`src/rtl/vga_sync_receiver.sv`:
```
// VGA timing sink: recovers pixel coordinates from h_sync/v_sync/DE, measures
// line/frame geometry and runs a lock FSM that qualifies the incoming timing.
module vga_sync_receiver #(
  parameter int H_ACTIVE    = 640,
  parameter int H_TOTAL     = 800,
  parameter int V_ACTIVE    = 480,
  parameter int V_TOTAL     = 525,
  parameter int LOCK_FRAMES = 2
) (
  input  logic        clk,
  input  logic        reset_n,
  input  logic        h_sync,
  input  logic        v_sync,
  input  logic        DE,
  output logic [9:0]  x_pixel,
  output logic [9:0]  y_pixel,
  output logic        pixel_valid,
  output logic        frame_start,
  output logic [10:0] h_total_meas,
  output logic [9:0]  v_total_meas,
  output logic        locked,
  output logic        timing_err
);

  localparam logic [11:0] H_TOTAL_C  = 12'(H_TOTAL);
  localparam logic [10:0] H_ACTIVE_C = 11'(H_ACTIVE);
  localparam logic [9:0]  V_TOTAL_C  = 10'(V_TOTAL);
  localparam logic [9:0]  V_ACTIVE_C = 10'(V_ACTIVE);
  localparam logic [10:0] TMO_C      = 11'(2 * H_TOTAL);
  localparam logic [3:0]  LOCK_C     = 4'(LOCK_FRAMES);

  typedef enum logic [1:0] {S_SEARCH, S_CHECK, S_LOCKED} state_t;

  logic        hs_q, vs_q, de_q, hs_dly_q, vs_dly_q, de_dly_q;
  logic        hs_fall, vs_fall, de_rise, de_fall;
  logic [9:0]  x_cnt_q, x_cnt_d, y_cnt_q, y_cnt_d;
  logic [10:0] h_per_q, h_per_d, h_meas;
  logic [11:0] h_per_inc;
  logic [9:0]  v_lines_q, v_lines_eff;
  logic [10:0] de_len_q, de_len_d;
  logic [9:0]  de_lines_q, de_lines_eff;
  logic        frame_bad_q, bad_now, frame_good;
  logic        tmo_armed_q, tmo;
  state_t      state_q, state_d;
  logic [3:0]  good_cnt_q, good_cnt_d;
  logic        err_d;
  logic [9:0]  x_pixel_q, y_pixel_q, v_total_meas_q;
  logic [10:0] h_total_meas_q;
  logic        pixel_valid_q, frame_start_q, locked_q, timing_err_q;

  // Edges compare stage 1 against its one-clock-delayed copy (syncs are active low)
  assign hs_fall = hs_dly_q & ~hs_q;
  assign vs_fall = vs_dly_q & ~vs_q;
  assign de_rise = ~de_dly_q & de_q;
  assign de_fall = de_dly_q & ~de_q;

  assign h_per_inc    = {1'b0, h_per_q} + 12'd1;
  assign h_meas       = h_per_inc[11] ? 11'h7FF : h_per_inc[10:0];
  assign v_lines_eff  = (hs_fall && v_lines_q != 10'h3FF) ? v_lines_q + 10'd1 : v_lines_q;
  assign de_lines_eff = (de_fall && de_lines_q != 10'h3FF) ? de_lines_q + 10'd1 : de_lines_q;
  assign tmo          = tmo_armed_q && (h_per_q >= TMO_C);

  // A sync edge coinciding with vs_fall still belongs to the frame being judged
  assign bad_now    = (hs_fall && h_per_inc != H_TOTAL_C) ||
                      (de_fall && de_len_q != H_ACTIVE_C);
  assign frame_good = !(frame_bad_q || bad_now) &&
                      v_lines_eff == V_TOTAL_C && de_lines_eff == V_ACTIVE_C;

  always_comb begin
    x_cnt_d = x_cnt_q;
    if (de_rise)                         x_cnt_d = '0;
    else if (de_q && x_cnt_q != 10'h3FF) x_cnt_d = x_cnt_q + 10'd1;
    y_cnt_d = y_cnt_q;
    if (vs_fall)                           y_cnt_d = '0;
    else if (de_fall && y_cnt_q != 10'h3FF) y_cnt_d = y_cnt_q + 10'd1;
    h_per_d = h_per_q;
    if (hs_fall)                 h_per_d = '0;
    else if (h_per_q != 11'h7FF) h_per_d = h_per_q + 11'd1;
    de_len_d = de_len_q;
    if (de_rise)                          de_len_d = 11'd1;
    else if (de_q && de_len_q != 11'h7FF) de_len_d = de_len_q + 11'd1;
  end

  always_comb begin
    state_d    = state_q;
    good_cnt_d = good_cnt_q;
    err_d      = 1'b0;
    if (tmo) begin
      state_d    = S_SEARCH;
      good_cnt_d = '0;
      err_d      = 1'b1;
    end else if (vs_fall) begin
      case (state_q)
        S_SEARCH: begin
          state_d    = S_CHECK;
          good_cnt_d = '0;
        end
        S_CHECK: begin
          if (frame_good) begin
            good_cnt_d = good_cnt_q + 4'd1;
            if (good_cnt_q + 4'd1 == LOCK_C) state_d = S_LOCKED;
          end else begin
            good_cnt_d = '0;
          end
        end
        S_LOCKED: begin
          if (!frame_good) begin
            state_d    = S_SEARCH;
            good_cnt_d = '0;
            err_d      = 1'b1;
          end
        end
        default: state_d = S_SEARCH;
      endcase
    end
  end

  always_ff @(posedge clk or negedge reset_n) begin
    if (!reset_n) begin
      hs_q <= 1'b0; vs_q <= 1'b0; de_q <= 1'b0;
      hs_dly_q <= 1'b0; vs_dly_q <= 1'b0; de_dly_q <= 1'b0;
      x_cnt_q <= '0; y_cnt_q <= '0; h_per_q <= '0;
      v_lines_q <= '0; de_len_q <= '0; de_lines_q <= '0;
      frame_bad_q <= 1'b0; tmo_armed_q <= 1'b1;
      state_q <= S_SEARCH; good_cnt_q <= '0;
      x_pixel_q <= '0; y_pixel_q <= '0; pixel_valid_q <= 1'b0; frame_start_q <= 1'b0;
      h_total_meas_q <= '0; v_total_meas_q <= '0; locked_q <= 1'b0; timing_err_q <= 1'b0;
    end else begin
      hs_q <= h_sync; vs_q <= v_sync; de_q <= DE;
      hs_dly_q <= hs_q; vs_dly_q <= vs_q; de_dly_q <= de_q;
      x_cnt_q  <= x_cnt_d;
      y_cnt_q  <= y_cnt_d;
      h_per_q  <= h_per_d;
      de_len_q <= de_len_d;
      if (hs_fall) h_total_meas_q <= h_meas;
      if (vs_fall) begin
        v_total_meas_q <= v_lines_eff;
        v_lines_q      <= '0;
        de_lines_q     <= '0;
        frame_bad_q    <= 1'b0;
      end else begin
        v_lines_q   <= v_lines_eff;
        de_lines_q  <= de_lines_eff;
        frame_bad_q <= frame_bad_q | bad_now;
      end
      if (hs_fall)  tmo_armed_q <= 1'b1;
      else if (tmo) tmo_armed_q <= 1'b0;
      state_q    <= state_d;
      good_cnt_q <= good_cnt_d;
      // Coordinates land together with pixel_valid, two clocks after DE
      x_pixel_q      <= de_q ? x_cnt_d : x_pixel_q;
      y_pixel_q      <= de_q ? y_cnt_q : y_pixel_q;
      pixel_valid_q  <= de_q;
      frame_start_q  <= vs_fall;
      locked_q       <= (state_d == S_LOCKED);
      timing_err_q   <= err_d;
    end
  end

  assign x_pixel      = x_pixel_q;
  assign y_pixel      = y_pixel_q;
  assign pixel_valid  = pixel_valid_q;
  assign frame_start  = frame_start_q;
  assign h_total_meas = h_total_meas_q;
  assign v_total_meas = v_total_meas_q;
  assign locked       = locked_q;
  assign timing_err   = timing_err_q;

endmodule

```
`config.mk`:
```
export PLATFORM = sky130hd
export DESIGN_NAME = vga_sync_receiver
export DESIGN_NICKNAME = d
export VERILOG_FILES = /design/src/rtl/vga_sync_receiver.sv
export SDC_FILE = /design/constraint.sdc
export NUM_CORES = 1
export LEC_CHECK = 0
export BUFFER_PORTS_ARGS = -buffer_cell sky130_fd_sc_hd__buf_2
export CELL_PAD_IN_SITES_DETAIL_PLACEMENT = 0
export CELL_PAD_IN_SITES_GLOBAL_PLACEMENT = 1
export CORE_MARGIN = 2
export CORE_UTILIZATION = 47
export CTS_CLUSTER_DIAMETER = 120
export DETAILED_ROUTE_END_ITERATION = 16
export GPL_TIMING_DRIVEN = 0
export MAX_ROUTING_LAYER = met4
export PLACE_DENSITY = 0.84
export SYNTH_ARGS = -nofsm -noshare
export SYNTH_HDL_FRONTEND = slang
export SYNTH_SLANG_ARGS = --single-unit
```
`constraint.sdc`:
```
create_clock -name clk -period 3.16 [get_ports clk]
set_input_delay 0.632 -clock clk [delete_from_list [all_inputs] [get_ports clk]]
set_output_delay 0.632 -clock clk [all_outputs]
set_load 0.05 [all_outputs]
```
# Yosys cells after proc, flatten, opt, wreduce, memory -nomap -nowiden
# Cells that the tools add are included.
# totals
memories	0
elab_cells	108
regBits	120
ram_bits	0
latch_bits	0
mem_bits_ro	0
in_bits	5
# op_classes
order_cmp	1
eq_ne	15
mul	0
reduce_logical	21
addsub	8
bitwise	9
div	0
shifts	0
mux	31
# ops
operator	count
$mux W10	8
$mux W11	5
$add A10 B1 Y10 const B	4
$ne A10 B10 Y1 const B	4
$add A11 B1 Y11 const B	2
$ne A11 B11 Y1 const B	2
$mux W4	4
$add A11 B1 Y12 const B	1
$ne A12 B10 Y1 const B	1
$pmux W4 S3	1
$ge A11 B11 Y1 const B	1
$ne A11 B10 Y1 const B	1
$eq A10 B10 Y1 const B	1
$eq A10 B9 Y1 const B	1
$logic_and A1 B1 Y1	10
$mux W2	5
$reduce_bool A2 Y1	5
$mux W1	7
$pmux W2 S3	1
$add A4 B1 Y4 const B	1
$and A1 B1 Y1	4
$eq A2 B2 Y1 const B	2
$eq A4 B2 Y1 const B	1
$not A1 Y1	4
8 further kinds	9

# Logic depth before layout (Yosys ltp)
# depth
word_depth	13
ltp_mapped	11
depth_no_buf	10

# Least setup slack after synthesis
# Ideal clock, no wire load.
# synth_timing
kind	reg-to-reg
startpoint	reg pixel_valid (netlist name)
endpoint	reg good_cnt_q[0]
stages_incl_launch_ff	12
setup_slack_ps	484
setup_ps	72
required_time_ps	3088
arrival_time_ps	2603
period_less_slack_ps	2676
cell_sequence	dfrtp_1 -> buf_6 -> nor2b_1 -> buf_2 -> a31o_2 -> a221oi_1 -> nand4_1 -> nor4b_4 -> nand2_2 -> o41ai_1 -> a22oi_1 -> nor2_1
# synth_lines
element	line	rtl
end signal, assigned	149	good_cnt_q <= good_cnt_d;
end, declared	45	logic [3:0] good_cnt_q, good_cnt_d;

# Final worst setup path
# layout_timing
startpoint	reg v_lines_q[0]
endpoint	reg good_cnt_q[0]
# layout_between
elab_chain_cells	10
# layout_rtl
element	line	rtl
start, declared	39	logic [9:0] v_lines_q, v_lines_eff;
start signal, assigned	142	v_lines_q <= v_lines_eff;
parallel branches: the longest is 2 deep, another holds $add A10 B1 Y10	--	
$mux W10 *	59	assign v_lines_eff = (hs_fall && v_lines_q != 10'h3FF) ? v_lines_q + 10'd1 : v_lines_q;
$eq A10 B10 Y1 *	67	v_lines_eff == V_TOTAL_C && de_lines_eff == V_ACTIVE_C;
$logic_and A1 B1 Y1 *	66	assign frame_good = !(frame_bad_q || bad_now) &&
$logic_and A1 B1 Y1 *	67	
$mux W4	99	if (frame_good) begin
$pmux W4 S3	93	case (state_q)
$mux W4	92	end else if (vs_fall) begin
$mux W4	88	if (tmo) begin
# Mark *: on every way between the ends. The select of a mux whose other input is x is not followed.
# A chain may end at the register's enable or synchronous reset.

==> impl_metrics.py <==
metrics = {
    "pwr": {
        "p_leak_nw": 3.225,
        "vdd_ir_drop_max_mv": 0.6303,
        "p_per_area_mw_per_mm2": 612.8,
        "power_mw": 4.260,
    },
    "detailed_routing": {
        "wl_per_cell_um": 14.52,
        "routed_wl_um": 12250,
        "vias": 4555,
        "drtIter0Drc": 235,
        "ant_nets": 0,
        "vias_per_cell": 5.397,
        "drc": 0,
        "dr.pass1.iters": 5,
    },
    "placement": {
        "portBuffers": 49,
        "placed_cells": 816,
        "gp_congestion": 0.8704,
        "post-place-ws_ns": 0.2704,
        "place_area_mm2": 0.006390,
        "hpwl_um": 8378,
    },
    "worst_setup_path": {
        "setup.worst_path.start_class": "flip-flop",
        "arrival_ns": 3.21,
        "critical_path_class": "flip-flop to flip-flop",
        "critPathBufInv": 1,
        "reg2reg_depth": 11,
        "crit_family": "simple AND/OR/NAND/NOR gates",
        "crit_slowest_cell": "dfrtp_1",
        "crit_fanout": 6,
        "crit_required_ns": 3.50,
        "critPathMaxStageDelay_ns": 0.43,
        "path_cells": "ha_1 -> and4b_1 -> buf_2 -> nand3_1 -> mux2i_1 -> nand4_1 -> nor4b_4 -> nand2_2 -> o41ai_1 -> a22oi_1 -> nor2_1",
        "path_depth": 11,
        "endpoint_kind": "flip-flop",
    },
    "clock_tree": {
        "cts_buffers": 17,
        "cts_max_path_buffers": 2,
        "clock_latency_ns": 0.41,
        "clock-sinks": 120,
        "post_cts_buffers": 0,
        "cts_max_level": 4,
        "clkTransAtPathRegs_ns": 0.05,
        "root_buffer": "clkbuf_16",
        "cts_tree": "done",
        "hold_buffers": 0,
    },
    "timing": {
        "rsz0062_at_grt": "false",
        "setup_viol": 0,
        "layout_min_cycle_time_ns": 2.867,
        "worst_slack_ns": 0.2930,
        "fin_skew_ns": 0.007906,
        "fin_hold_ws_ns": 0.1178,
        "max_freq_ghz": 0.3488,
        "max-slew-margin-rel": 0.4155,
        "final_hold_viol_count": 0,
        "setup_tns_ns": 0,
        "finalCritPeriodShare": 0.9073,
        "maxSlewViolCount": 0,
        "tightestPinTransition_ns": 0.8726,
    },
    "hold_path": {
        "hold_class": "input pin to asynchronous set/reset pin",
    },
    "cells_and_area": {
        "fin_cells": 844,
        "fillers": 1072,
        "n_antenna_cell": 0,
        "syn2layout_area_growth_pct": 17.81,
        "final_layout_size_suffix_gt1_frac": 0.1672,
        "multiInputGateArea_mm2": 0.002691,
        "ff_latch_area_mm2": 0.003004,
        "final_net_count": 682,
        "finalInstanceArea_mm2": 0.006952,
        "utilization": 0.5740,
    },
    "logic_synthesis": {
        "synth_area_leaders": "dfrtp_1 (50%), nor2_1 (4.8%), nand2_1 (3.7%), xor2_1 (3.6%), a21oi_1 (2.9%)",
        "syn_nets": 613,
        "synth_edf_count": 0,
        "syn_inst": 598,
        "synthFlopType": "dfrtp_1",
        "synth_seq_area_share": 0.5091,
        "postSynthAreaPerCell_um2": 9.867,
        "syn-cell-area_mm2": 0.005901,
        "ys_ff_latch": 120,
        "synth_most_common_cell": "dfrtp_1",
        "yosysTopAreaCell": "dfrtp_1",
        "netlist_top_cells_count": "dfrtp_1 (119), nor2_1 (76), nand2_1 (58)",
        "synth_cell_type_count": 62,
        "async_reset_ff_frac": 1.000,
        "ys_warn_count": 0,
        "synth_top_cell_area_share": 0.5047,
    },
    "grt": {
        "grtUsageTotal": 0.2063,
        "grt_pass1_wl_um": 20980,
        "overflow": 0,
        "grt_pass1_vias": 4327,
        "grt_start_max_net_pins": 83,
        "antenna_found_initial": 0,
    },
    "floorplanning": {
        "io_pins": 50,
        "rows": 40,
        "die-area_mm2": 0.01347,
        "start_util": 0.4872,
        "chipHeight_um": 116.0,
        "fp.coreArea_mm2": 0.01211,
        "die_w_um": 116.0,
    },
    "flow_run": {
        "maxCapViolCount": 0,
    },
    "status": {
        "status": "finished, final reports clean",
    },
}
-- routing by layer --
| metal | up-vias | wire length [µm] | track usage | part of all wire |
|---|---|---|---|---|
| met4 | 0 | 113 | 0.07857 | 0.0092 |
| met2 | 85 | 5776 | 0.3072 | 0.47 |
| met5 | - | 0 | - | 0 |
| li1 | 2231 | - | - | - |
| met1 | 2227 | 5919 | 0.2711 | 0.48 |
| met3 | 12 | 444 | 0.05544 | 0.036 |
-- cells by family (layout without fill, tap and decap cells) --
family	count (synthesis)	after routing	synth area share
AOI/OAI and AO/OA	107	107	0.1158
xor gates and xnor gates	41	41	0.06086
adders and majority gates	10	10	0.02120
buffers and inverters	52	130	0.03584
DFF	120	120	0.5091
muxes	29	29	0.05322
and+or+nand+nor	239	239	0.2040
-- path summary, 6_finish.rpt --
kind	slack (ns)	endpoint	start
worst min register to register	0.38	vs_dly_q	vs_q
worst min-delay path	0.12	y_pixel[6]	reset_n
max in group asynchronous	2.30	de_lines_q[5]	reset_n
min in group clk	0.33	de_q	DE
worst max-delay path	0.29	good_cnt_q[0]	v_lines_q[0]
worst max register to register	0.29	good_cnt_q[0]	v_lines_q[0]
-- registers in the layout, summed over array words and instances (netlist names), 10 cells and up --
| register | count |
|---|---|
| de_len_q | 11 |
| h_per_q | 11 |
| h_total_meas | 11 |
| de_lines_q | 10 |
| v_lines_q | 10 |
| v_total_meas | 10 |
| x_cnt_q | 10 |
| x_pixel | 10 |
| y_cnt_q | 10 |
| y_pixel | 10 |
-- area by class of cell --
class                           instances  share of cell area
Buffer                                 31             0.01908
Clock buffer                           25             0.07415
Clock inverter                          3            0.005760
Inverter                               21             0.01134
Multi-Input combinational cell        426              0.3871
Sequential cell                       120              0.4321
Tap cell                              168             0.03024
Timing Repair Buffer                   50             0.04014
-- report_power, final --
part           internal [mW]  switching, mW
clock network           1.18          0.622
logic                  0.204          0.480
registers               1.67          0.103
total                   3.06           1.20
-- placed cells by master, fill, tap and decap left out, types with 8 or more instances in the layout --
master,count
nor2_1,76
mux2i_1,13
and3_1,13
nor3_1,8
buf_2,54
nand2_1,58
a21oi_1,34
inv_1,21
clkbuf_1,18
dfrtp_1,119
ha_1,10
clkbuf_16,17
nand3_1,21
xor2_1,24
o21ai_0,25
nand4_1,13
xnor2_1,17
mux2_2,15
-- repair_timing --
| action | 4_1_cts | 5_1_grt |
|---|---|---|
| setup endpoints to repair | 0 | 1 |
| resized for setup | 0 | 1 |
| hold endpoints to repair | 0 | 0 |
Power figures use the tool's default switching activity.
